===== src/rtl/pipe_pkg.sv =====
// rtl/pipe_pkg.sv - shared pipeline widths, NOP encoding and fetch FSM states
package pipe_pkg;

  localparam int unsigned PIPE_DATA_W = 16;
  localparam int unsigned PIPE_ADDR_W = 16;
  localparam logic [PIPE_DATA_W-1:0] PIPE_NOP = 16'h0000;

  localparam logic [0:0] FETCH_RUN  = 1'b0;
  localparam logic [0:0] FETCH_HOLD = 1'b1;

endpackage


===== src/rtl/fetch_pc_reg.sv =====
// rtl/fetch_pc_reg.sv - program counter register with reset, load, increment and hold
module fetch_pc_reg
  import pipe_pkg::*;
#(
  parameter int unsigned ADDR_W   = PIPE_ADDR_W,
  parameter logic [ADDR_W-1:0] RESET_PC = '0,
  parameter int unsigned PC_INC   = 1
) (
  input  logic              clk,
  input  logic              rst,
  input  logic              load,
  input  logic [ADDR_W-1:0] load_pc,
  input  logic              inc,
  output logic [ADDR_W-1:0] pc
);

  // Addition truncates to ADDR_W, so the PC wraps naturally.
  always_ff @(posedge clk) begin
    if (rst) begin
      pc <= RESET_PC;
    end else if (load) begin
      pc <= load_pc;
    end else if (inc) begin
      pc <= pc + ADDR_W'(PC_INC);
    end
  end

endmodule


===== src/rtl/fetch_stage.sv =====
// rtl/fetch_stage.sv - instruction fetch stage with stall skid register and redirect squash
module fetch_stage
  import pipe_pkg::*;
#(
  parameter int unsigned DATA_W   = PIPE_DATA_W,
  parameter int unsigned ADDR_W   = PIPE_ADDR_W,
  parameter logic [ADDR_W-1:0] RESET_PC = '0,
  parameter int unsigned PC_INC   = 1,
  parameter logic [DATA_W-1:0] NOP      = PIPE_NOP
) (
  input  logic              clk,
  input  logic              rst,
  input  logic              stall_i,
  input  logic              redirect_i,
  input  logic [ADDR_W-1:0] redirect_pc_i,
  output logic [ADDR_W-1:0] imem_addr_o,
  output logic              imem_rd_o,
  input  logic [DATA_W-1:0] imem_data_i,
  output logic [DATA_W-1:0] instr_o,
  output logic [ADDR_W-1:0] pc_o,
  output logic [ADDR_W-1:0] pc_plus_o,
  output logic              valid_o
);

  logic [0:0]        state_q;
  logic [ADDR_W-1:0] pc_q;
  logic              req_q;
  logic [ADDR_W-1:0] req_pc_q;
  logic [DATA_W-1:0] hold_q;
  logic [ADDR_W-1:0] hold_pc_q;
  logic              hold_v_q;

  logic              issue;
  logic              from_hold;
  logic              sel_valid;
  logic [DATA_W-1:0] sel_instr;
  logic [ADDR_W-1:0] sel_pc;

  fetch_pc_reg #(
    .ADDR_W   (ADDR_W),
    .RESET_PC (RESET_PC),
    .PC_INC   (PC_INC)
  ) u_pc_reg (
    .clk     (clk),
    .rst     (rst),
    .load    (redirect_i),
    .load_pc (redirect_pc_i),
    .inc     (issue),
    .pc      (pc_q)
  );

  assign issue       = !rst && !redirect_i && !stall_i;
  assign imem_rd_o   = issue;
  assign imem_addr_o = pc_q;

  // While holding, the buffer still sees the word captured when the stall began.
  assign from_hold = (state_q == FETCH_HOLD);
  assign sel_valid = from_hold ? hold_v_q  : req_q;
  assign sel_instr = from_hold ? hold_q    : imem_data_i;
  assign sel_pc    = from_hold ? hold_pc_q : req_pc_q;

  assign valid_o   = sel_valid && !rst && !redirect_i;
  assign instr_o   = valid_o ? sel_instr : NOP;
  assign pc_o      = valid_o ? sel_pc : '0;
  assign pc_plus_o = pc_o + ADDR_W'(PC_INC);

  always_ff @(posedge clk) begin
    if (rst) begin
      state_q   <= FETCH_RUN;
      req_q     <= 1'b0;
      req_pc_q  <= '0;
      hold_q    <= NOP;
      hold_pc_q <= '0;
      hold_v_q  <= 1'b0;
    end else if (redirect_i) begin
      state_q  <= FETCH_RUN;
      req_q    <= 1'b0;
      hold_v_q <= 1'b0;
    end else if (stall_i) begin
      req_q <= 1'b0;
      // Capture only on stall entry; later stall cycles see no fresh memory data.
      if (state_q == FETCH_RUN) begin
        hold_q    <= imem_data_i;
        hold_pc_q <= req_pc_q;
        hold_v_q  <= req_q;
        state_q   <= FETCH_HOLD;
      end
    end else begin
      state_q  <= FETCH_RUN;
      req_q    <= 1'b1;
      req_pc_q <= pc_q;
      hold_v_q <= 1'b0;
    end
  end

endmodule


===== config.mk =====
export PLATFORM = sky130hd
export DESIGN_NAME = fetch_stage
export DESIGN_NICKNAME = d
export VERILOG_FILES = /design/src/rtl/pipe_pkg.sv /design/src/rtl/fetch_pc_reg.sv /design/src/rtl/fetch_stage.sv
export SDC_FILE = /design/constraint.sdc
export NUM_CORES = 1
export LEC_CHECK = 0
export ABC_CLOCK_PERIOD_IN_PS = 2600
export BUFFER_PORTS_ARGS = -buffer_cell sky130_fd_sc_hd__buf_2
export CAP_MARGIN = 20
export CORE_MARGIN = 4
export CORE_UTILIZATION = 47
export DETAILED_ROUTE_END_ITERATION = 10
export PLACE_DENSITY = 0.76
export SETUP_SLACK_MARGIN = 0.1
export SLEW_MARGIN = 10
export SYNTH_ARGS = -nofsm -noshare
export SYNTH_HDL_FRONTEND = slang
export SYNTH_HIERARCHICAL = 1
export SYNTH_SLANG_ARGS = --single-unit

===== constraint.sdc =====
create_clock -name clk -period 2.6 [get_ports clk]
set_clock_uncertainty 0.05 [all_clocks]
set_input_delay 0.26 -clock clk [delete_from_list [all_inputs] [get_ports clk]]
set_output_delay 0.26 -clock clk [all_outputs]
set_load 0.01 [all_outputs]

### Word-level counts from Yosys, hierarchy flattened

Index checks and enable logic that the tools add are counted.

* flip-flop bits (word level): 67
* word-level logic and storage cells: 32

* add/subtract/negate cells: 2
* multiplexer cells: 9
* bitwise logic cells: 2
* reduce and logical (&&, ||, !) cells: 12

Operators by type and width (count)
* $mux W16: 6
* $add A16 B1 Y16 const B: 2
* $logic_and A1 B1 Y1: 4
* $reduce_and A2 Y1: 2
* $logic_not A1 Y1: 3
* $mux W1: 3
* $reduce_or A3 Y1: 1
* $not A1 Y1: 2
* $reduce_bool A2 Y1: 1
* $reduce_or A2 Y1: 1

### Depth between registers and ports, before layout

Gate-level depths: netlist of the first run.

* depth after elaboration: 5
* gate-level depth with buffers: 12

### Hierarchy

Netlist of the first run, hierarchy kept.

By module, submodules not included
* fetch_stage: times used 1, cells each 351, area each 2660.1 µm²
* fetch_pc_reg: times used 1, cells each 112, area each 984.7 µm²

### Least setup slack after synthesis of the first run

Ideal clock, no wire load.

* path kind: input to output
* start point: input port rst
* end point: output port pc_plus_o[12]
* arrival: 2566 ps
* slack: -276 ps
* stages on the path: 12
* buffers on the path: 4
* path through: buf_6 -> or2_1 -> or2_1 -> buf_6 -> buf_2 -> buf_1 -> nor2_1 -> ha_1 -> a21bo_2 -> nor4_4 -> nand3_1 -> xnor2_1

* cells in the longest elaborated chain, start to end: 5

RTL lines
* from (decl): RTL line fetch_stage.sv:12 `input logic rst,`
* $logic_not A1 Y1: RTL line fetch_stage.sv:62 `assign valid_o = sel_valid && !rst && !redirect_i;`
* $logic_and A1 B1 Y1 (2 in series): RTL line fetch_stage.sv:62
* $mux W16: RTL line fetch_stage.sv:64 `assign pc_o = valid_o ? sel_pc : '0;`
* named net pc_o[1]: RTL line fetch_stage.sv:20 `output logic [ADDR_W-1:0] pc_o,`
* $add A16 B1 Y16: RTL line fetch_stage.sv:65 `assign pc_plus_o = pc_o + ADDR_W'(PC_INC);`
* to (decl): RTL line fetch_stage.sv:21 `output logic [ADDR_W-1:0] pc_plus_o,`

The timed path passes the listed nets, and every way through them passes these cells.

### Worst setup path after layout of the first run

* start point: register state_q, in the netlist from_hold
* end point: output port pc_plus_o[10]

* cells in the longest elaborated chain, start to end: 5
* elaborated cells between the ends (all ways): 6
* those cells by class: 1 x add/sub; 3 x mux; 2 x reduce/logical

RTL lines
* from (decl): RTL line fetch_stage.sv:25 `logic [0:0] state_q;`
* from (signal assigned): RTL line fetch_stage.sv:69 `state_q <= FETCH_RUN;`
* from (signal assigned): RTL line fetch_stage.sv:76 `state_q <= FETCH_RUN;`
* from (signal assigned): RTL line fetch_stage.sv:86 `state_q <= FETCH_HOLD;`
* $mux W1
* $logic_and A1 B1 Y1 (2 in series): RTL line fetch_stage.sv:62
* $mux W16 *: RTL line fetch_stage.sv:64
* $add A16 B1 Y16 *: RTL line fetch_stage.sv:65

Every way passes the cells marked *; elsewhere a longest branch is shown, timed or not.

==> out/qor_table.md, run 1 <==
| Stage | Quantity | This run |
| --- | --- | --- |
| status | Outcome | finished with violations |
| status | Violated checks | setup timing |
| critical path | Crit-path max FO | 3 |
| floorplanning | Initial core utilization | 0.492 |
| routing | Uppermost metal layer occupied by signal nets | met4 |
| floorplanning | Full die area | 9230 um2 |
| clocking | Bufs on Longest Clock Path | 2 |
| synth | Synth Instances | 463 |
| timing | Final min period | 2.78 ns |
| synth | Proportion of synthesized area in mux cells | 0.105 |
| synth | Number of synthesized flops with an enable pin | 0 |
| global route | Global-route usage over all layers | 0.208 |
| synth | Syn Area/Cell | 7.87 um2 |
| synth | Register bit total from synthesis | 67 |
| final layout | Number of nets in the layout | 614 |
| synth | Number of nets in the synthesized netlist | 501 |
| placed design | Cell total after placement | 652 |
| clocking | CTS tree | yes |
| routing | Detail Route met3 WL | 799 um |
| timing | Final period utilization | 1.07 |
| synth | Combinational family with the most area after synthesis | simple AND/OR/NAND/NOR gates |
| placed design | Hpwl dp | 6730 um |
| timing | Final Worst Setup Slack | -0.176 ns |
| synth | Fraction of registers with async set/reset | 0 |
| clocking | Clk slew on worst S/H paths | 0.08 ns |
| floorplanning | Die outline width | 96.1 um |
| final layout | Layout overhead on the synthesized area | 29.6% |
| timing | Worst slew margin | 0.539 |
| job | Max_cap viols | 0 |
| synth | Total standard cell area after synthesis | 3640 um2 |
| synth | Fraction of the mapped netlist area in adder cells | 0.00687 |
| power and ir drop | Leakage power total | 2.08 nW |
| synth | Most instantiated cells after synthesis | sky130_fd_sc_hd__nand2_1, sky130_fd_sc_hd__dfxtp_1, sky130_fd_sc_hd__a21oi_1 |
| synth | Sequential fraction of the synthesis area | 0.368 |
| critical path | Worst reg2reg path startpoint | from_hold$_SDFF_PP0_ |
| routing | Detail-routed net length per standard cell | 14.5 um |
| floorplanning | Area of the core | 7410 um2 |
| global route | GRT overflow | 0 |
| routing | Wire length the detailed router placed on met1 | 4450 um |
| clocking | Total clock buffers created by CTS | 9 |
| placed design | RePlAce Congestion | 0.855 |
| synth | Dominant register cell in the synthesized netlist | sky130_fd_sc_hd__dfxtp_1 |
| synth | Top-count cell post-synth | sky130_fd_sc_hd__nand2_1 |
| floorplanning | Number of placement rows | 31 |
| worst hold path | Hold path cells | 3 |
| worst hold path | Worst Min Path Start | imem_data_i[3] |
| global route | Maximum number of pins on one net before global-route repair | 68 |
| routing | DRC violation count after routing | 0 |
| timing | Number of hold violations in the final report | 0 |
| synth | Synth area leader | sky130_fd_sc_hd__dfxtp_1 |
| critical path | Startpoint kind of the worst setup timing path | flop |
| timing | Slew of the pin with the lowest slew margin | 0.691 ns |
| routing | Avg Vias per Cell | 5.19 |
| worst hold path | Class of the tightest hold or removal check | in -> reg |
| final layout | Fin cells | 680 |
| critical path | Required time of the critical path | 2.29 ns |
| clocking | CTS sink count | 67 |
| final layout | Ant. Diodes | 0 |
| routing | Total wirelength of the detailed-routed design | 9830 um |
| floorplanning | I/O pin count | 102 |
| critical path | Number of cells traversed by the worst register-to-register path | 6 |
| global route | Antenna violations before repair | 0 |
| routing | Wire length on met2 | 4440 um |
| power and ir drop | Final total power | 2.34 mW |
| synth | Cell types occupying the most area after synthesis | sky130_fd_sc_hd__dfxtp_1, sky130_fd_sc_hd__nand2_1, sky130_fd_sc_hd__mux2i_1 |
| timing | Slew Viols, Final | 0 |
| synth | Area fraction in compound gates after synthesis | 0.124 |
| power and ir drop | Cell area power density | 496 nW/um2 |
| clocking | Total number of H-tree levels | 3 |
| final layout | Layout cells sized above 1 | 0.310 |
| critical path | Endpoint class of the critical path | output pin |
| synth | Cell variety after synth | 42 |
| routing | Total vias in the final route | 3530 |
| power and ir drop | Highest ir drop seen on vdd | 0.318 mV |
| timing | Setup repair after global routing missed its margin | true |
| synth | Share of the synthesized area in the top cell type | 0.368 |
| clocking | Cts-stage hold buffer count | 0 |
| synth | Post-Synth XOR/XNOR Area | 0.0697 |
| placed design | IO Port Bufs | 101 |
| clocking | Root buffer cell | sky130_fd_sc_hd__clkbuf_8 |
| routing | Antenna viol nets, final | 0 |
| final layout | Post-route core utilization | 0.638 |
| global route | First-pass GRT wire length | 15200 um |
| critical path | Data arrival, critical path | 2.47 ns |
| routing | Drt first pass iters | 5 |
| critical path | Critical Path Source | from_hold$_SDFF_PP0_ |
| timing | Min Hold Slack | 0.105 ns |
| synth | Number of warnings printed during yosys synthesis | 6 |
| critical path | Classification of the worst setup path | reg -> out |
| timing | Maximum clock rate | 360 MHz |
| floorplanning | Die Y | 96.1 um |
| routing | Count of routing violations after the opening detailed-route iteration | 130 |
| global route | Via count of the first global-routing pass | 3251 |
| synth | Simple-gate share of the synthesized area | 0.267 |
| timing | Number of endpoints failing setup at the final stage | 6 |
| clocking | Clock insertion delay at the later pin of the skew report | 0.34 ns |
-- registers in the layout, indices dropped and copies added, names as in the netlist --
| name | count |
|---|---|
| hold_pc_q | 16 |
| hold_v_q | 1 |
| from_hold | 1 |
| hold_q | 16 |
| u_pc_reg/pc | 16 |
| req_q | 1 |
| req_pc_q | 16 |
-- per-stage QoR --
step	setup TNS (ns)	cell area, um2	setup slack, ns
2_1_floorplan	0	3720	0.0213
3_3_place_gp	0	4340	0.0330
3_5_place_dp	-0.0297	4340	-0.0127
4_1_cts	-0.447	4650	-0.148
5_1_grt	-1.25	4720	-0.242
6_report	-0.768	4720	-0.176
-- report_power, final --
group,switching [mW],internal [mW],leakage [nW]
Combinational,0.145,0.115,1.42
Sequential,0.0477,1.07,0.548
Clock,0.401,0.567,0.111
-- metal layers --
layer | GRT usage | up-vias
li1 | - | 1778
met1 | 0.269 | 1609
met2 | 0.344 | 130
met3 | 0.0485 | 13
met4 | 0.0640 | 0
met5 | 0 | -
-- cells by family after synthesis --
kind of cell             count (synthesis)
adder cells (fa/ha/maj)                  2
buffers and inverters                   46
AO/OA/AOI/OAI                           81
multiplexers                            38
AND/OR/NAND/NOR                        200
XOR/XNOR                                29
flip-flops                              67
-- cell usage in the layout, fill, tap and decap left out, drive strengths merged, types with 2 or more instances in the layout --
cell type,n
nand2,100
mux2i,35
xnor2,13
nand2b,2
nor3,8
dfxtp,67
a211oi,3
xor2,16
or2,3
clkbuf,12
o21ai,4
and2,3
buf,132
nor2,50
clkinv,3
a21oi,59
o21a,10
inv,14
nand3b,3
nand3,10
ha,2
nand4,8
nor4,7
bufinv,2
mux2,3
-- what timing repair did --
action                     CTS  global route
pin swaps                    2             4
setup endpoints to repair    8             7
gates resized for setup      7             6
buffers inserted             5             6
gates cloned                 1             0
-- final timing paths --
check	to	slack, ns
setup / recovery	pc_plus_o[10]	-0.18
hold / removal	hold_q[3]$_SDFFE_PP0P_	0.10
setup reg to reg	hold_q[5]$_SDFFE_PP0P_	0.70
hold reg to reg	hold_q[12]$_SDFFE_PP0P_	0.40
-- worst max-delay path, cell delays in order, from the launching register on --
cell and delay (ns):
sky130_fd_sc_hd__dfxtp_4 0.36, sky130_fd_sc_hd__mux2i_2 0.15, sky130_fd_sc_hd__or2_4 0.26, sky130_fd_sc_hd__buf_6 0.13
sky130_fd_sc_hd__nor2_4 0.11, sky130_fd_sc_hd__ha_4 0.14, sky130_fd_sc_hd__a21bo_4 0.23, sky130_fd_sc_hd__nor4_4 0.22
sky130_fd_sc_hd__buf_4 0.17, sky130_fd_sc_hd__nand3_2 0.09, sky130_fd_sc_hd__xnor2_2 0.13, sky130_fd_sc_hd__buf_2 0.14
-- area by class of cell --
class	instances	area, um2
Clock buffer	12	145
Fill cell	662	2690
Inverter	15	57.6
Timing Repair Buffer	133	791
Clock inverter	4	73.8
Multi-Input combinational cell	350	2190
Sequential cell	67	1350
Tap cell	99	124
Power figures use the tool's default switching activity.
==> run 2, diff against run 1 <==
SYNTH_HIERARCHICAL = not set   (was 1)
==> run 2 against run 1 <==
Hold slack got worse by 0.0051 ns. Critical path type unchanged. Die area down 4.2%. The run still ends with setup timing left. Count of clock-buffer cells in the layout fell by 1. Highest routed layer unchanged. Via count shrank 5.3%. Clock power barely moved. Sequential power is essentially flat. Combinational power is 4% lower.
==> out/qor_table.md, run 2 <==
| Stage | Quantity | This run |
| --- | --- | --- |
| clocking | Clk slew on worst S/H paths | 0.07 ns |
| status | Outcome | finished with violations |
| final layout | Fillcell total | 678 |
| final layout | Final cell area excluding filler cells | 4500 um2 |
| routing | Count of routing violations after the opening detailed-route iteration | 196 |
| synth | Synth area leader | sky130_fd_sc_hd__dfxtp_1 |
| synth | Register bit total from synthesis | 67 |
| routing | Total wirelength of the detailed-routed design | 8790 um |
| routing | Detail-routed net length per standard cell | 13.4 um |
| synth | Fraction of registers with async set/reset | 0 |
| routing | Avg Vias per Cell | 5.10 |
| critical path | Worst reg2reg path startpoint | u_pc_reg.pc[3]$_SDFFE_PP0P_ |
| global route | Global-route usage over all layers | 0.195 |
| synth | Number of nets in the synthesized netlist | 486 |
| floorplanning | I/O pin count | 102 |
| clocking | Bufs on Longest Clock Path | 2 |
| placed design | Cell area reported after detailed placement | 4150 um2 |
| power and ir drop | Final total power | 2.36 mW |
| synth | Dominant register cell in the synthesized netlist | sky130_fd_sc_hd__dfxtp_1 |
| clocking | Clock insertion delay at the later pin of the skew report | 0.34 ns |
| final layout | Most common cell after layout, fill and taps aside | sky130_fd_sc_hd__buf_2 |
| placed design | Hpwl dp | 6210 um |
| global route | Maximum number of pins on one net before global-route repair | 67 |
| worst hold path | Hold path cells | 3 |
| power and ir drop | Clock network fraction of total power | 0.424 |
| synth | Top-count cell post-synth | sky130_fd_sc_hd__nand2_1 |
| global route | GRT overflow | 0 |
| routing | Drt first pass iters | 4 |
| placed design | IO Port Bufs | 101 |
| clocking | Root buffer cell | sky130_fd_sc_hd__clkbuf_8 |
| final layout | Post-route core utilization | 0.623 |
| timing | Slew Viols, Final | 0 |
| critical path | Endpoint class of the critical path | output pin |
| power and ir drop | Logic pwr share | 0.106 |
| routing | Antenna viol nets, final | 0 |
| routing | Total vias in the final route | 3343 |
| final layout | Layout overhead on the synthesized area | 29.3% |
| final layout | Commonest non-fill, non-tap cells in the layout | sky130_fd_sc_hd__buf_2, sky130_fd_sc_hd__nand2_1, sky130_fd_sc_hd__dfxtp_1 |
| placed design | RePlAce Congestion | 0.852 |
| clocking | Total clock buffers created by CTS | 9 |
| worst hold path | Worst Min Path Start | redirect_pc_i[6] |
| worst hold path | End point of the most critical hold path | u_pc_reg.pc[6]$_SDFFE_PP0P_ |
| timing | Slew of the pin with the lowest slew margin | 0.898 ns |
| synth | Sequential fraction of the synthesis area | 0.386 |
| critical path | Data arrival, critical path | 2.56 ns |
| job | Max_cap viols | 0 |
| synth | Most instantiated cells after synthesis | sky130_fd_sc_hd__nand2_1, sky130_fd_sc_hd__dfxtp_1, sky130_fd_sc_hd__nor2_1 |
| final layout | Layout cells sized above 1 | 0.290 |
| critical path | Number of cells traversed by the worst register-to-register path | 5 |
| synth | Number of synthesized flops with an enable pin | 0 |
| synth | Synth Instances | 448 |
| final layout | Ant. Diodes | 0 |
| critical path | Required time of the critical path | 2.29 ns |
| synth | Cell types occupying the most area after synthesis | sky130_fd_sc_hd__dfxtp_1, sky130_fd_sc_hd__mux2i_1, sky130_fd_sc_hd__nand2_1 |
| synth | Share of the synthesized area in the top cell type | 0.386 |
| clocking | Total number of H-tree levels | 3 |
| timing | Number of endpoints failing setup at the final stage | 4 |
| timing | Number of hold violations in the final report | 0 |
| placed design | Worst slack at placement | -0.191 ns |
| power and ir drop | Cell area power density | 525 nW/um2 |
| timing | Worst slew margin | 0.401 |
| clocking | CTS tree | yes |
| synth | Total standard cell area after synthesis | 3480 um2 |
| synth | Number of warnings printed during yosys synthesis | 0 |
| floorplanning | Area of the core | 7210 um2 |
| critical path | Worst reg2reg path endpoint | u_pc_reg.pc[15]$_SDFFE_PP0P_ |
| power and ir drop | Internal Pwr Total | 1.77 mW |
| synth | Syn Area/Cell | 7.76 um2 |
| timing | Final period utilization | 1.10 |
| timing | Final Worst Setup Slack | -0.269 ns |
| timing | Maximum clock rate | 349 MHz |
| critical path | Crit-path max FO | 4 |
| floorplanning | Full die area | 8840 um2 |
| synth | Cell variety after synth | 42 |
| timing | Setup repair after global routing missed its margin | true |
| floorplanning | Die Y | 94.0 um |
| floorplanning | Number of placement rows | 31 |
| floorplanning | Initial core utilization | 0.482 |
| timing | Final min period | 2.87 ns |
| global route | Antenna violations before repair | 0 |
| global route | Via count of the first global-routing pass | 3005 |
| clocking | CTS sink count | 67 |
| critical path | Classification of the worst setup path | reg -> out |
| critical path | FF-to-FF setup slack | 0.59 ns |
| floorplanning | Die outline width | 94.0 um |
| power and ir drop | Sequential fraction of design power | 0.470 |
| final layout | Number of nets in the layout | 589 |
| power and ir drop | Net switching power | 591 uW |
| power and ir drop | Fraction of power spent switching nets | 0.250 |
| timing | Min Hold Slack | 0.0998 ns |
| routing | DRC violation count after routing | 0 |
| power and ir drop | Leakage power total | 1.93 nW |
| status | Violated checks | setup timing |
| worst hold path | Class of the tightest hold or removal check | in -> reg |
| global route | First-pass GRT wire length | 13800 um |
| power and ir drop | Highest ir drop seen on vdd | 0.311 mV |
| critical path | Startpoint kind of the worst setup timing path | flop |
-- run 2: repair_timing --
action,CTS,global route
hold buffers,0,0
setup endpoints to repair,8,10
cloned,0,0
pin swaps,6,3
gates resized for setup,4,11
setup buffers,5,2
-- run 2: how the worst max path moves through the flow --
stage                               from       endpoint  slack (ns)  depth (start not counted)
floorplan           from_hold$_SDFF_PP0_  pc_plus_o[14]       -0.36                         12
global placement                     rst  pc_plus_o[12]       -0.16                         10
detailed placement                   rst  pc_plus_o[12]       -0.19                         10
CTS                 from_hold$_SDFF_PP0_  pc_plus_o[12]       -0.28                          9
global route        from_hold$_SDFF_PP0_  pc_plus_o[14]       -0.37                          9
finish              from_hold$_SDFF_PP0_  pc_plus_o[12]       -0.27                          9
-- run 2: kinds of logic (layout without fill, tap and decap cells) --
group / count (synthesis) / after routing / share of synthesized area
mux: 41 / 41 / 0.118
buf+inv: 38 / 146 / 0.0457
fa+ha+maj: 2 / 2 / 0.00720
xor+xnor: 26 / 26 / 0.0655
simple gates: 208 / 208 / 0.273
flops: 67 / 67 / 0.386
compound gates: 66 / 66 / 0.105
-- run 2: power groups by stage --
stage	clock network, mW	logic [mW]	registers, mW
floorplan	0	0.163	1.13
global placement	0	0.235	1.13
detailed placement	0	0.241	1.13
CTS	1.02	0.245	1.11
global route	1.06	0.276	1.12
finish	1.00	0.249	1.11
-- run 2: worst max-delay path: stages, from the launching register on --
cell and delay [ns]:
sky130_fd_sc_hd__dfxtp_2 0.34, sky130_fd_sc_hd__mux2i_2 0.15, sky130_fd_sc_hd__or2_4 0.26, sky130_fd_sc_hd__nor2_4 0.13
sky130_fd_sc_hd__ha_4 0.15, sky130_fd_sc_hd__o21ai_2 0.05, sky130_fd_sc_hd__or4b_4 0.53, sky130_fd_sc_hd__and4bb_1 0.34
sky130_fd_sc_hd__xor2_2 0.13, sky130_fd_sc_hd__buf_2 0.14
-- run 2: metal layers --
layer | global-route usage | vias up | share of wire
met5 | 0 | - | 0
met4 | 0.0758 | 0 | 0.014
met3 | 0.0337 | 9 | 0.059
met2 | 0.322 | 90 | 0.46
met1 | 0.252 | 1527 | 0.47
li1 | - | 1717 | -
-- run 2: layout make-up --
class / instances / area (um2) / area share
flip-flops and latches: 67 / 1340 / 0.299
clock buffers: 11 / 151 / 0.0337
multi-input cells: 343 / 2080 / 0.463
well taps: 99 / 124 / 0.0275
repair buffers: 123 / 687 / 0.153
inverters: 7 / 26.3 / 0.00584
clock inverters: 5 / 83.8 / 0.0186
-- run 2: metrics by stage --
stage                     std cells  TNS [ns]
after CTS                       654    -0.836
after floorplan                 448     -1.04
after detailed placement        633    -0.481
after global placement          633    -0.368
after global routing            655     -1.29
final                           655    -0.774
==> run 3, diff against run 2 <==
TNS_END_PERCENT = 30   (was not set)
==> run 3 against run 2 <==
The flow still finishes with violations (setup timing). Utilization shrank 1.2 points. Clock power fell by 28%. First-iteration DRC count is 18% lower. Combinational power is essentially flat. Sequential share of layout area increased by 0.61 points. Count of clock-buffer cells in the layout up 1. Critical path type unchanged. Largest power group unchanged. Largest cell class unchanged. Die area is the same. Non-clock buffer count is 5 higher. Cell count grew 0.61%. Flip-flop and latch count stayed put. Hold slack improved by 0.0096 ns. Wire length is 2.8% lower.
==> out/qor_table.md, run 3 (synthesis results as in run 2) <==
| Stage | Quantity | This run |
| --- | --- | --- |
| critical path | Crit-path max FO | 4 |
| final layout | Most common cell after layout, fill and taps aside | sky130_fd_sc_hd__buf_2 |
| worst hold path | Class of the tightest hold or removal check | in -> reg |
| timing | Slew of the pin with the lowest slew margin | 0.839 ns |
| final layout | Fin cells | 659 |
| critical path | Critical Path Source | from_hold$_SDFF_PP0_ |
| critical path | Number of cells traversed by the worst register-to-register path | 5 |
| power and ir drop | Leakage power total | 1.90 nW |
| placed design | IO Port Bufs | 101 |
| power and ir drop | Highest ir drop seen on vdd | 0.311 mV |
| global route | First-pass GRT wire length | 13800 um |
| timing | Final min period | 2.89 ns |
| routing | Avg Vias per Cell | 5.06 |
| final layout | Area taken by flip-flops and latches | 1340 um2 |
| timing | Number of endpoints failing setup at the final stage | 4 |
| status | Outcome | finished with violations |
| final layout | Number of nets in the layout | 594 |
| power and ir drop | Cell area power density | 472 nW/um2 |
| clocking | Cts-stage hold buffer count | 0 |
| critical path | Startpoint kind of the worst setup timing path | flop |
| critical path | FF-to-FF setup slack | 0.56 ns |
| clocking | Clk slew on worst S/H paths | 0.07 ns |
| routing | DRC violation count after routing | 0 |
| timing | Final Worst Setup Slack | -0.291 ns |
| final layout | Layout overhead on the synthesized area | 26.7% |
| placed design | Cell total after placement | 640 |
| timing | Setup repair after global routing missed its margin | true |
| clocking | CTS tree | yes |
| clocking | Total number of H-tree levels | 3 |
| final layout | Layout cells sized above 1 | 0.279 |
| timing | Slew Viols, Final | 0 |
| final layout | Fillcell total | 688 |
| critical path | Classification of the worst setup path | reg -> out |
| global route | Maximum number of pins on one net before global-route repair | 67 |
| critical path | Required time of the critical path | 2.29 ns |
| clocking | Root buffer cell | sky130_fd_sc_hd__clkbuf_8 |
| status | Violated checks | setup timing |
| placed design | Worst slack at placement | -0.231 ns |
| final layout | Commonest non-fill, non-tap cells in the layout | sky130_fd_sc_hd__buf_2, sky130_fd_sc_hd__nand2_1, sky130_fd_sc_hd__dfxtp_1 |
| floorplanning | I/O pin count | 102 |
| global route | Antenna violations before repair | 0 |
| critical path | Termination of the worst setup path | pc_plus_o[12] |
| timing | Final period utilization | 1.11 |
| clocking | CTS sink count | 67 |
| placed design | Hpwl dp | 6310 um |
| global route | Via count of the first global-routing pass | 2993 |
| clocking | Clock insertion delay at the later pin of the skew report | 0.33 ns |
| final layout | Ant. Diodes | 0 |
| floorplanning | Number of placement rows | 31 |
| job | Max_cap viols | 0 |
| final layout | Post-route core utilization | 0.611 |
| routing | Detail-routed net length per standard cell | 13.0 um |
| clocking | Total clock buffers created by CTS | 9 |
| timing | Sum of negative setup slack | -0.751 ns |
| critical path | Data arrival, critical path | 2.58 ns |
| floorplanning | Full die area | 8840 um2 |
| clocking | Bufs on Longest Clock Path | 2 |
| floorplanning | Die Y | 94.0 um |
| floorplanning | Die outline width | 94.0 um |
| power and ir drop | Final total power | 2.08 mW |
| placed design | RePlAce Congestion | 0.844 |
| critical path | Worst reg2reg path endpoint | u_pc_reg.pc[15]$_SDFFE_PP0P_ |
| routing | Count of routing violations after the opening detailed-route iteration | 160 |
| floorplanning | Initial core utilization | 0.482 |
| critical path | Worst reg2reg path startpoint | u_pc_reg.pc[3]$_SDFFE_PP0P_ |
| critical path | Endpoint class of the critical path | output pin |
| timing | Worst slew margin | 0.439 |
| timing | Number of hold violations in the final report | 0 |
| floorplanning | Area of the core | 7210 um2 |
| timing | Maximum clock rate | 346 MHz |
| routing | Drt first pass iters | 4 |
| routing | Total vias in the final route | 3332 |
| global route | Global-route usage over all layers | 0.195 |
| routing | Total wirelength of the detailed-routed design | 8540 um |
| final layout | Multi-input logic area | 2040 um2 |
| global route | GRT overflow | 0 |
| routing | Antenna viol nets, final | 0 |
run 3: cell count changes in the layout (fill, tap and decap cells not counted), sizes merged:
cell / before / now
buf: 123 / 128
bufinv: 2 / 0
clkbuf: 11 / 12
clkinv: 0 / 3
clkinvlp: 2 / 0
inv: 8 / 7
run 3: timing repair:
action	in CTS	in global routing
setup buffers	1	3
cloned	0	0
pin swaps	5	5
setup endpoints to repair	9	9
resized for setup	4	2
run 3: cell type report:
| cell class | count | share of cell area |
|---|---|---|
| Tap cell | 99 | 0.0281 |
| Timing Repair Buffer | 128 | 0.162 |
| Multi-Input combinational cell | 343 | 0.463 |
| Sequential cell | 67 | 0.305 |
| Clock buffer | 12 | 0.0329 |
| Inverter | 7 | 0.00596 |
| Clock inverter | 3 | 0.00341 |
run 3: worst min path at each step:
stage	slack [ns]	cells after the start	to	startpoint
final	0.11	3	u_pc_reg.pc[9]$_SDFFE_PP0P_	redirect_pc_i[9]
after global routing	0.11	3	hold_q[6]$_SDFFE_PP0P_	imem_data_i[6]
after CTS	0.10	3	u_pc_reg.pc[0]$_SDFFE_PP0P_	redirect_pc_i[0]
after detailed placement	0.40	2	hold_q[12]$_SDFFE_PP0P_	hold_q[12]$_SDFFE_PP0P_
after global placement	0.39	2	hold_q[1]$_SDFFE_PP0P_	hold_q[1]$_SDFFE_PP0P_
after floorplan	0.35	2	hold_q[0]$_SDFFE_PP0P_	imem_data_i[0]
run 3: critical path, cell delays in order (launching register included):
cell	delay, ns
sky130_fd_sc_hd__dfxtp_2	0.33
sky130_fd_sc_hd__mux2i_2	0.15
sky130_fd_sc_hd__or2_4	0.26
sky130_fd_sc_hd__nor2_4	0.13
sky130_fd_sc_hd__ha_4	0.16
sky130_fd_sc_hd__o21ai_4	0.06
sky130_fd_sc_hd__or4b_4	0.58
sky130_fd_sc_hd__and4bb_1	0.32
sky130_fd_sc_hd__xor2_2	0.12
sky130_fd_sc_hd__buf_2	0.14
run 3: through the flow:
stage | cell area (um2) | hold slack (ns)
floorplan | 3570 | 0.346
global placement | 4190 | 0.391
detailed placement | 4190 | 0.396
CTS | 4370 | 0.101
global route | 4410 | 0.112
finish | 4410 | 0.109
run 3: metal layers:
layer,vias to the layer above,global-route usage,part of all wire
met5,-,0,0
met4,0,0.0698,0.020
met3,14,0.0401,0.053
met2,94,0.312,0.46
met1,1495,0.260,0.47
li1,1729,-,-
run 3: report_power, final:
group	switching (mW)	internal, mW	total (mW)
clock network	0.361	0.362	0.724
registers	0.0391	1.07	1.11
logic	0.143	0.108	0.251
total	0.543	1.54	2.08
